===== src/rtl/isa_pkg.sv =====
// Shared ISA definitions for the 16-bit processor: opcodes, instruction field
// positions and the fetch FSM state encoding.
package isa_pkg;

    localparam logic [3:0] NOP   = 4'd0;
    localparam logic [3:0] ADD   = 4'd1;
    localparam logic [3:0] SUB   = 4'd2;
    localparam logic [3:0] AND   = 4'd3;
    localparam logic [3:0] OR    = 4'd4;
    localparam logic [3:0] NOT   = 4'd5;
    localparam logic [3:0] XOR   = 4'd6;
    localparam logic [3:0] CLEAR = 4'd7;
    localparam logic [3:0] MOVE  = 4'd8;
    localparam logic [3:0] LOAD  = 4'd9;
    localparam logic [3:0] STORE = 4'd10;
    localparam logic [3:0] PRINT = 4'd11;
    localparam logic [3:0] JMP   = 4'd12;

    localparam int OPC_HI = 15;
    localparam int OPC_LO = 12;
    localparam int REG_HI = 11;
    localparam int REG_LO = 8;
    localparam int IMM_HI = 7;
    localparam int IMM_LO = 0;

    typedef enum logic [1:0] {
        IDLE,
        FETCH,
        DECODE,
        ISSUE
    } fetch_state_t;

    // Codes 13-15 are deliberately not JMP; only the exact JMP code redirects.
    function automatic logic is_jmp(input logic [15:0] instr);
        return instr[OPC_HI:OPC_LO] == JMP;
    endfunction

endpackage


===== src/rtl/prog_counter.sv =====
// Program counter register: load has priority over increment, wraps modulo 2^ADDR_W.
module prog_counter #(
    parameter int ADDR_W     = 8,
    parameter int START_ADDR = 0
) (
    input  logic              clk,
    input  logic              rst_n,
    input  logic              load,
    input  logic              inc,
    input  logic [ADDR_W-1:0] load_val,
    output logic [ADDR_W-1:0] pc
);

    always_ff @(posedge clk or negedge rst_n) begin
        if (!rst_n) begin
            pc <= ADDR_W'(START_ADDR);
        end else if (load) begin
            pc <= load_val;
        end else if (inc) begin
            pc <= pc + 1'b1;
        end
    end

endmodule


===== src/rtl/fetch_unit.sv =====
// Instruction fetch stage: drives the ROM address from the PC, captures the word
// into IR, resolves JMP locally and issues everything else over valid/ready.
module fetch_unit
    import isa_pkg::*;
#(
    parameter int ADDR_W     = 8,
    parameter int INSTR_W    = 16,
    parameter int START_ADDR = 0
) (
    input  logic               clk,
    input  logic               rst_n,
    input  logic               run,
    output logic [ADDR_W-1:0]  addr_p,
    input  logic [INSTR_W-1:0] in_prom,
    output logic [INSTR_W-1:0] instr_out,
    output logic [3:0]         opcode,
    output logic [3:0]         reg_sel,
    output logic [7:0]         imm,
    output logic               instr_valid,
    input  logic               instr_ready,
    output logic [ADDR_W-1:0]  pc
);

    fetch_state_t       state;
    fetch_state_t       next_state;
    logic [INSTR_W-1:0] ir;
    logic [ADDR_W-1:0]  pc_q;
    logic [ADDR_W-1:0]  jmp_target;
    logic               pc_load;
    logic               pc_inc;
    logic               ir_load;

    assign jmp_target = ADDR_W'(in_prom[IMM_HI:IMM_LO]);

    prog_counter #(
        .ADDR_W    (ADDR_W),
        .START_ADDR(START_ADDR)
    ) u_prog_counter (
        .clk     (clk),
        .rst_n   (rst_n),
        .load    (pc_load),
        .inc     (pc_inc),
        .load_val(jmp_target),
        .pc      (pc_q)
    );

    always_ff @(posedge clk or negedge rst_n) begin
        if (!rst_n) begin
            state <= IDLE;
        end else begin
            state <= next_state;
        end
    end

    always_ff @(posedge clk or negedge rst_n) begin
        if (!rst_n) begin
            ir <= '0;
        end else if (ir_load) begin
            ir <= in_prom;
        end
    end

    // run is only honoured in IDLE and at handshake completion, never mid-fetch.
    always_comb begin
        next_state = state;
        pc_load    = 1'b0;
        pc_inc     = 1'b0;
        ir_load    = 1'b0;
        case (state)
            IDLE: begin
                if (run) begin
                    next_state = FETCH;
                end
            end
            FETCH: begin
                next_state = DECODE;
            end
            DECODE: begin
                ir_load = 1'b1;
                if (is_jmp(in_prom[15:0])) begin
                    pc_load    = 1'b1;
                    next_state = FETCH;
                end else begin
                    pc_inc     = 1'b1;
                    next_state = ISSUE;
                end
            end
            ISSUE: begin
                if (instr_ready) begin
                    next_state = run ? FETCH : IDLE;
                end
            end
            default: begin
                next_state = IDLE;
            end
        endcase
    end

    assign instr_valid = (state == ISSUE);
    assign instr_out   = ir;
    assign opcode      = ir[OPC_HI:OPC_LO];
    assign reg_sel     = ir[REG_HI:REG_LO];
    assign imm         = ir[IMM_HI:IMM_LO];
    assign addr_p      = pc_q;
    assign pc          = pc_q;

endmodule


===== config.mk =====
export PLATFORM = sky130hd
export DESIGN_NAME = fetch_unit
export DESIGN_NICKNAME = d
export VERILOG_FILES = /design/src/rtl/isa_pkg.sv /design/src/rtl/prog_counter.sv /design/src/rtl/fetch_unit.sv
export SDC_FILE = /design/constraint.sdc
export NUM_CORES = 1
export LEC_CHECK = 0
export CAP_MARGIN = 20
export CORE_MARGIN = 10
export CORE_UTILIZATION = 36
export CTS_CLUSTER_DIAMETER = 80
export DETAILED_ROUTE_END_ITERATION = 7
export PLACE_DENSITY = 0.74
export RECOVER_POWER = 100
export SKIP_LAST_GASP = 1
export SLEW_MARGIN = 20
export SYNTH_ARGS = -nofsm -noshare
export SYNTH_HDL_FRONTEND = slang
export SYNTH_SLANG_ARGS = --single-unit

===== constraint.sdc =====
create_clock -name clk -period 1.1 [get_ports clk]
set_input_delay 0.165 -clock clk [delete_from_list [all_inputs] [get_ports clk]]
set_output_delay 0.165 -clock clk [all_outputs]
set_load 0.005 [all_outputs]

==> results of run 1 <==
[per-stage QoR]
step / utilization, % / setup WS (ns) / instance area (um^2)
final: 74.92 / -0.2396 / 2784
after floorplan: - / -0.03046 / 1439
after detailed placement: 57.47 / -0.5477 / 2136
after global routing: 74.92 / -0.2716 / 2784
after CTS: 71.48 / -0.2082 / 2656
after global placement: 57.47 / -0.4560 / 2136
[cells by family after synthesis]
family	after synthesis	share of synthesized area, %
fa+ha+maj	1	0.8887
compound gates	21	9.689
simple gates	72	24.09
flops	26	46.22
buf+inv	35	16.98
mux	3	2.133
[final cells by class]
cell class	count	area, um^2	share of cell area [%]
tap	48	60.06	2.157
timing repair buffer	137	1251	44.94
sequential	26	653.1	23.46
inverter	3	11.26	0.4045
clock buffer	3	41.29	1.483
multi-input combinational	97	767.0	27.55
[power by group through the flow]
stage | Sequential [W] | Clock [W] | Combinational (W)
3_5_place_dp | 0.00186 | 0 | 0.00359
2_1_floorplan | 0.00184 | 0 | 0.00180
6_report | 0.00173 | 0.000538 | 0.00565
5_1_grt | 0.00179 | 0.000580 | 0.00607
3_3_place_gp | 0.00183 | 0 | 0.00354
4_1_cts | 0.00167 | 0.000542 | 0.00497
[sequential cells by signal, indices dropped and copies added, names as in the netlist]
register and flops:
instr_out 16, u_prog_counter.pc 8, state 2
[worst min path at each step]
stage / end / from / slack (ns)
4_1_cts: instr_out[2] / rst_n / 0.26
3_5_place_dp: instr_out[3] / instr_out[3] / 0.48
2_1_floorplan: instr_out[0] / rst_n / -0.13
6_report: instr_out[13] / in_prom[13] / 0.36
3_3_place_gp: instr_out[0] / instr_out[0] / 0.48
5_1_grt: instr_out[13] / in_prom[13] / 0.37
[synthesized netlist by cell type, drive strengths merged (2+ instances only)]
master	number
nand2	48
buf	31
dfrtp	26
a21oi	4
o21ai	4
inv	3
mux2i	3
nand3	3
nand4	3
a22oi	2
a311oi	2
a31oi	2
and3	2
nor2	2
nor3	2
nor4	2
o211ai	2
o22ai	2
or3b	2
[layer usage]
metal | wire, um | vias up | GRT usage [%]
met5 | 0 | - | 0
met4 | 46 | 0 | 2.508
met2 | 3038 | 55 | 28.69
li1 | - | 733 | -
met3 | 437 | 6 | 3.996
met1 | 2130 | 774 | 17.78
[worst max-delay path, stage by stage, from the launching register on]
cell and delay (ns):
sky130_fd_sc_hd__dfrtp_2 0.42, sky130_fd_sc_hd__buf_6 0.13, sky130_fd_sc_hd__nand2b_4 0.19, sky130_fd_sc_hd__buf_4 0.16, sky130_fd_sc_hd__nor4_4 0.26, sky130_fd_sc_hd__a211oi_2 0.06
[timing repair]
action,in CTS,in global routing
buffers inserted,40,2
resized for setup,165,71
endpoints found under the setup margin,74,56
pin swaps,29,11
gates cloned,3,0
==> flow_summary_export.csv, run 1 <==
group,metric,value,unit
run_status,status,"complete, but fails checks",
run_status,failed_checks,"negative setup slack",
logic_synthesis,synth_fp_nets,179,
sta,slew_headroom,55.97,%
clock_network,worst_skew_pair.late_latency,0.27,ns
sta,max_freq,746.5,MHz
setup_path,rr_endpoint,"u_prog_counter.pc[3]",
logic_synthesis,ys_ff_latch,26,
placement,dpl.cell_count,267,
power_and_ir_drop,swShare,37.92,%
logic_synthesis,number_of_enable_flip_flop_cells_after_synthesis,0,
setup_path,cp_data_required_time,1.25,ns
floorplanning,full_die_area,0.006811,mm^2
setup_path,critical_path.startpoint_type,"register",
global_routing,number_of_antenna_violations_at_the_first_check_in_global_routing,0,
layout,number_of_inserted_diodes,0,
clock_network,clock_path_buffers,2,
clock_network,cts_hold_repair.buffers,0,
power_and_ir_drop,power_per_cell_area,2845,mW/mm^2
power_and_ir_drop,p_switching,0.003003,W
drt,vias_per_std_cell,4.994,
logic_synthesis,number_of_instances_in_the_synthesized_netlist,158,
drt,firstDrtPassIters,4,
floorplanning,floorplan.io_pins,69,
setup_path,criticalPathCategory,"register to register",
drt,total_via_count_after_detailed_routing,1568,
drt,route.antenna.remaining_nets,0,
layout,drive_gt1_share,53.01,%
logic_synthesis,synth_top_cell_area_share,46.22,%
sta,final-setup-viol-count,28,
layout,layout.nets,289,
placement,gp_congestion,0.8451,
clock_network,clock-sinks,26,
sta,final_min_period_over_clock_period,121.8,%
layout,layout.filler_cells,222,
floorplanning,initial_utilization,37.88,%
drt,number_of_violations_reported_at_the_end_of_detailed_routing_iteration_0,87,
global_routing,grt_usage,15.53,%
setup_path,cp_data_arrival_time,1.49,ns
power_and_ir_drop,p_total,0.007919,W
hold_path,whs_path_depth,4,
power_and_ir_drop,proportion_of_power_drawn_by_the_clock_network,6.8,%
drt,routed_wirelength,5653,um
sta,maxSlewViolCount,0,
drt,drc,0,
placement,io_buffers,68,
hold_path,timing.hold.worst.class,"primary input to register",
layout,layoutNonFillerInstCount,314,
setup_path,worst_setup_path_endpoint,"u_prog_counter.pc[3]",
global_routing,gr-total-overflow,0,
layout,mostFrequentLayoutCells,"37 x sky130_fd_sc_hd__buf_4, 33 x sky130_fd_sc_hd__buf_6, 27 x sky130_fd_sc_hd__clkdlybuf4s15_1",
global_routing,grt_pass1_wl,8362,um
sta,timing_hold_violations_final,0,
power_and_ir_drop,share_comb_of_total_power,71.3,%
power_and_ir_drop,intPower,0.004916,W
logic_synthesis,post_synth_instance_area,0.001408,mm^2
clock_network,tritoncts_clock_tree,"done",
setup_path,worst_setup_path_end_kind,"register",
floorplanning,die_w,82.53,um
sta,whs,0.3588,ns
layout,area_growth,97.78,%
clock_network,tritoncts.num_buffers,3,
sta,tightest_pin_transition,0.6604,ns
job,maxCapViolations,0,
power_and_ir_drop,leakage,1.332,nW
drt,avgRoutedWirePerCell,18.00,um
logic_synthesis,ys_warn_count,0,
logic_synthesis,avgSynthCellArea,8.909,um^2
logic_synthesis,ys_async_sr_fraction,100.0,%
sta,post-route-worst-setup-slack,-0.2396,ns
logic_synthesis,synth_top_cells_by_area,"sky130_fd_sc_hd__dfrtp_1 46%, sky130_fd_sc_hd__buf_4 13%, sky130_fd_sc_hd__nand2_1 13%",
power_and_ir_drop,power.sequential.fraction,21.9,%
clock_network,clock_h_tree_levels,1,
sta,rsz0062_at_grt,"true",
power_and_ir_drop,worst_ir_drop_vdd,1310,uV
global_routing,grt_max_degree,27,
sta,fin_worst_skew,0.005581,ns
floorplanning,die_height,82.53,um
logic_synthesis,synth_seq_area_share,46.22,%
logic_synthesis,synth.lib_cells_used.distinct,35,
sta,tmin_final,1.340,ns
floorplanning,placeable_core_region,0.003716,mm^2
placement,hpwlAfterDp,3266,um
clock_network,cts_root_buffer,"sky130_fd_sc_hd__clkbuf_8",
logic_synthesis,synthFlopType,"sky130_fd_sc_hd__dfrtp_1",
setup_path,timing.critical_path.from,"state[0]",
logic_synthesis,synthDominantAreaCellType,"sky130_fd_sc_hd__dfrtp_1",
setup_path,worstRegToRegCells,5,
global_routing,via_count_of_the_first_global_routing_pass,1686,
setup_path,crit_fanout,7,
setup_path,r2r_setup_slk,-0.24,ns
layout,layout_commonest_cell,"sky130_fd_sc_hd__buf_4",
sta,timing.setup.tns,-3.133,ns
setup_path,worstReg2RegStart,"state[0]",
clock_network,clock_pin_slew_reported_for_the_worst_setup_and_hold_paths_after_clock_tree_synthesis,0.09,ns
floorplanning,placement_rows,22,
Note: power is estimated with default switching activity, not from simulation.
==> run 2, diff against run 1 <==
--- a/config.mk
+++ b/config.mk
@@ -6,11 +6,12 @@
 export NUM_CORES = 1
 export LEC_CHECK = 0
 export CAP_MARGIN = 20
+export CORE_ASPECT_RATIO = 0.6
 export CORE_MARGIN = 10
 export CORE_UTILIZATION = 36
 export CTS_CLUSTER_DIAMETER = 80
 export DETAILED_ROUTE_END_ITERATION = 7
-export PLACE_DENSITY = 0.74
+export PLACE_DENSITY = 0.76
 export RECOVER_POWER = 100
 export SKIP_LAST_GASP = 1
 export SLEW_MARGIN = 20
==> run 2 against run 1 <==
Against the previous run:
- the run still ends with negative setup slack left
- combinational power is 6.9% higher
- critical path depth down 1
- worst setup slack improved by 0.081 ns
- non-clock buffer count rose by 6
- utilization grew 3.9 points
- clock power up 51%
- critical endpoint is now u_prog_counter.pc[7]
==> flow_summary_export.csv, run 2 (same netlist as run 1, synthesis figures left out) <==
group,metric,value,unit
run_status,status,"complete, but fails checks",
run_status,failed_checks,"negative setup slack",
job,maxCapViolations,0,
sta,fin_worst_skew,0.01234,ns
sta,final_min_period_over_clock_period,114.4,%
floorplanning,placeable_core_region,0.003722,mm^2
floorplanning,full_die_area,0.006893,mm^2
layout,area_growth,108.4,%
global_routing,gr-total-overflow,0,
clock_network,worst_skew_pair.late_latency,0.28,ns
sta,whs,0.3134,ns
sta,rsz0062_at_grt,"true",
placement,gp_congestion,0.8267,
hold_path,timing.hold.worst.class,"primary input to register",
layout,finish.instance_area,0.002933,mm^2
floorplanning,initial_utilization,37.82,%
layout,mostFrequentLayoutCells,"54 x sky130_fd_sc_hd__buf_6, 36 x sky130_fd_sc_hd__buf_4, 25 x sky130_fd_sc_hd__nand2_1",
floorplanning,placement_rows,17,
global_routing,grt_max_degree,27,
global_routing,grt_usage,16.75,%
global_routing,grt_pass1_wl,9177,um
layout,number_of_inserted_diodes,0,
drt,firstDrtPassIters,4,
clock_network,clock_h_tree_levels,1,
floorplanning,die_w,100.7,um
drt,routed_wirelength,6202,um
setup_path,criticalPathCategory,"register to register",
setup_path,critical-path-slowest-cell,"sky130_fd_sc_hd__dfrtp_1",
setup_path,cp_data_required_time,1.31,ns
sta,slew_headroom,53.86,%
drt,route.antenna.remaining_nets,0,
clock_network,cts_root_buffer,"sky130_fd_sc_hd__clkbuf_8",
placement,io_buffers,68,
sta,tightest_pin_transition,0.6922,ns
setup_path,max_stage_delay,0.43,ns
layout,layout.nets,296,
sta,final-setup-viol-count,36,
sta,timing_hold_violations_final,0,
setup_path,crit_fanout,2,
sta,post-route-worst-setup-slack,-0.1586,ns
clock_network,clock_pin_slew_reported_for_the_worst_setup_and_hold_paths_after_clock_tree_synthesis,0.10,ns
power_and_ir_drop,power_per_cell_area,2935,mW/mm^2
sta,tmin_final,1.259,ns
placement,dpl.cell_count,264,
placement,place_ws,-0.5677,ns
drt,vias_per_std_cell,5.137,
floorplanning,floorplan.io_pins,69,
layout,layoutNonFillerInstCount,321,
placement,hpwlAfterDp,3452,um
drt,avgRoutedWirePerCell,19.32,um
drt,drc,0,
drt,total_via_count_after_detailed_routing,1649,
setup_path,cp.buffers_inverters,2,
sta,maxSlewViolCount,0,
power_and_ir_drop,leakage,1.404,nW
layout,drive_gt1_share,57.66,%
floorplanning,die_height,68.44,um
global_routing,via_count_of_the_first_global_routing_pass,1754,
layout,layout_commonest_cell,"sky130_fd_sc_hd__buf_6",
power_and_ir_drop,worst_ir_drop_vdd,1927,uV
clock_network,clock_path_buffers,2,
drt,number_of_violations_reported_at_the_end_of_detailed_routing_iteration_0,84,
clock_network,tritoncts.num_buffers,3,
setup_path,cpLargestDelayFamily,"flip-flops",
sta,max_freq,794.5,MHz
setup_path,cp_data_arrival_time,1.46,ns
layout,max_ffs_per_register,16,
placement,placedInstanceArea,0.002132,mm^2
power_and_ir_drop,p_total,0.008609,W
setup_path,critical_path.startpoint_type,"register",
setup_path,worst_setup_path_end_kind,"register",
setup_path,timing.critical_path.cells,"buf_6 -> buf_4 -> or3_1 -> o211ai_1",
clock_network,tritoncts_clock_tree,"done",
clock_network,clock-sinks,26,
global_routing,number_of_antenna_violations_at_the_first_check_in_global_routing,0,
## run 2: final cells by class
type / instances / area (um^2)
multi-input cells: 98 / 780.7
inverters: 3 / 11.26
repair buffers: 143 / 1356
clock buffers: 3 / 41.29
well taps: 47 / 58.81
flip-flops and latches: 26 / 654.4
fillers: 236 / 789.5
clock inverters: 1 / 30.03
## run 2: worst paths after layout
check	slack (ns)	startpoint	cells after the start	end
setup / recovery	-0.16	u_prog_counter.pc[7]	4	u_prog_counter.pc[7]
hold / removal	0.31	in_prom[12]	3	instr_out[12]
setup reg to reg	-0.16	u_prog_counter.pc[7]	4	u_prog_counter.pc[7]
hold reg to reg	0.52	instr_out[12]	2	instr_out[12]
max in group asynchronous	0.17	rst_n	2	u_prog_counter.pc[0]
min in group asynchronous	0.45	rst_n	2	instr_out[12]
## run 2: power breakdown
part	switching (W)	internal [W]
combinational	0.00250	0.00355
clock	0.000323	0.000487
sequential	0.000346	0.00141
total	0.00317	0.00544
## run 2: what timing repair did
action,4_1_cts,5_1_grt
hold buffers,0,0
pin swaps,32,7
setup buffers,43,11
setup endpoints to repair,73,66
endpoints found under the hold margin,0,0
cloned,3,0
gates resized for setup,206,83
## run 2: stage by stage
stage / util [%] / TNS, ns
floorplan: - / -0.2224
global placement: 57.28 / -4.526
detailed placement: 57.28 / -5.204
CTS: 71.90 / -2.667
global route: 78.79 / -4.301
finish: 78.79 / -2.883
## run 2: metal layers
layer  wire length, um  up-vias  GRT usage [%]  part of all wire (%)
met5                 0        -              0                     0
met1              2379      822          19.45                    38
li1                  -      747              -                     -
met4                80        0          1.053                   1.3
met3               558        8          5.226                   9.0
met2              3183       72          31.19                    51
## run 2: worst reg2reg max path, cell delays in order (launching register included)
cell	delay (ns)
sky130_fd_sc_hd__dfrtp_1	0.43
sky130_fd_sc_hd__buf_6	0.13
sky130_fd_sc_hd__buf_4	0.12
sky130_fd_sc_hd__or3_1	0.35
sky130_fd_sc_hd__o211ai_1	0.15
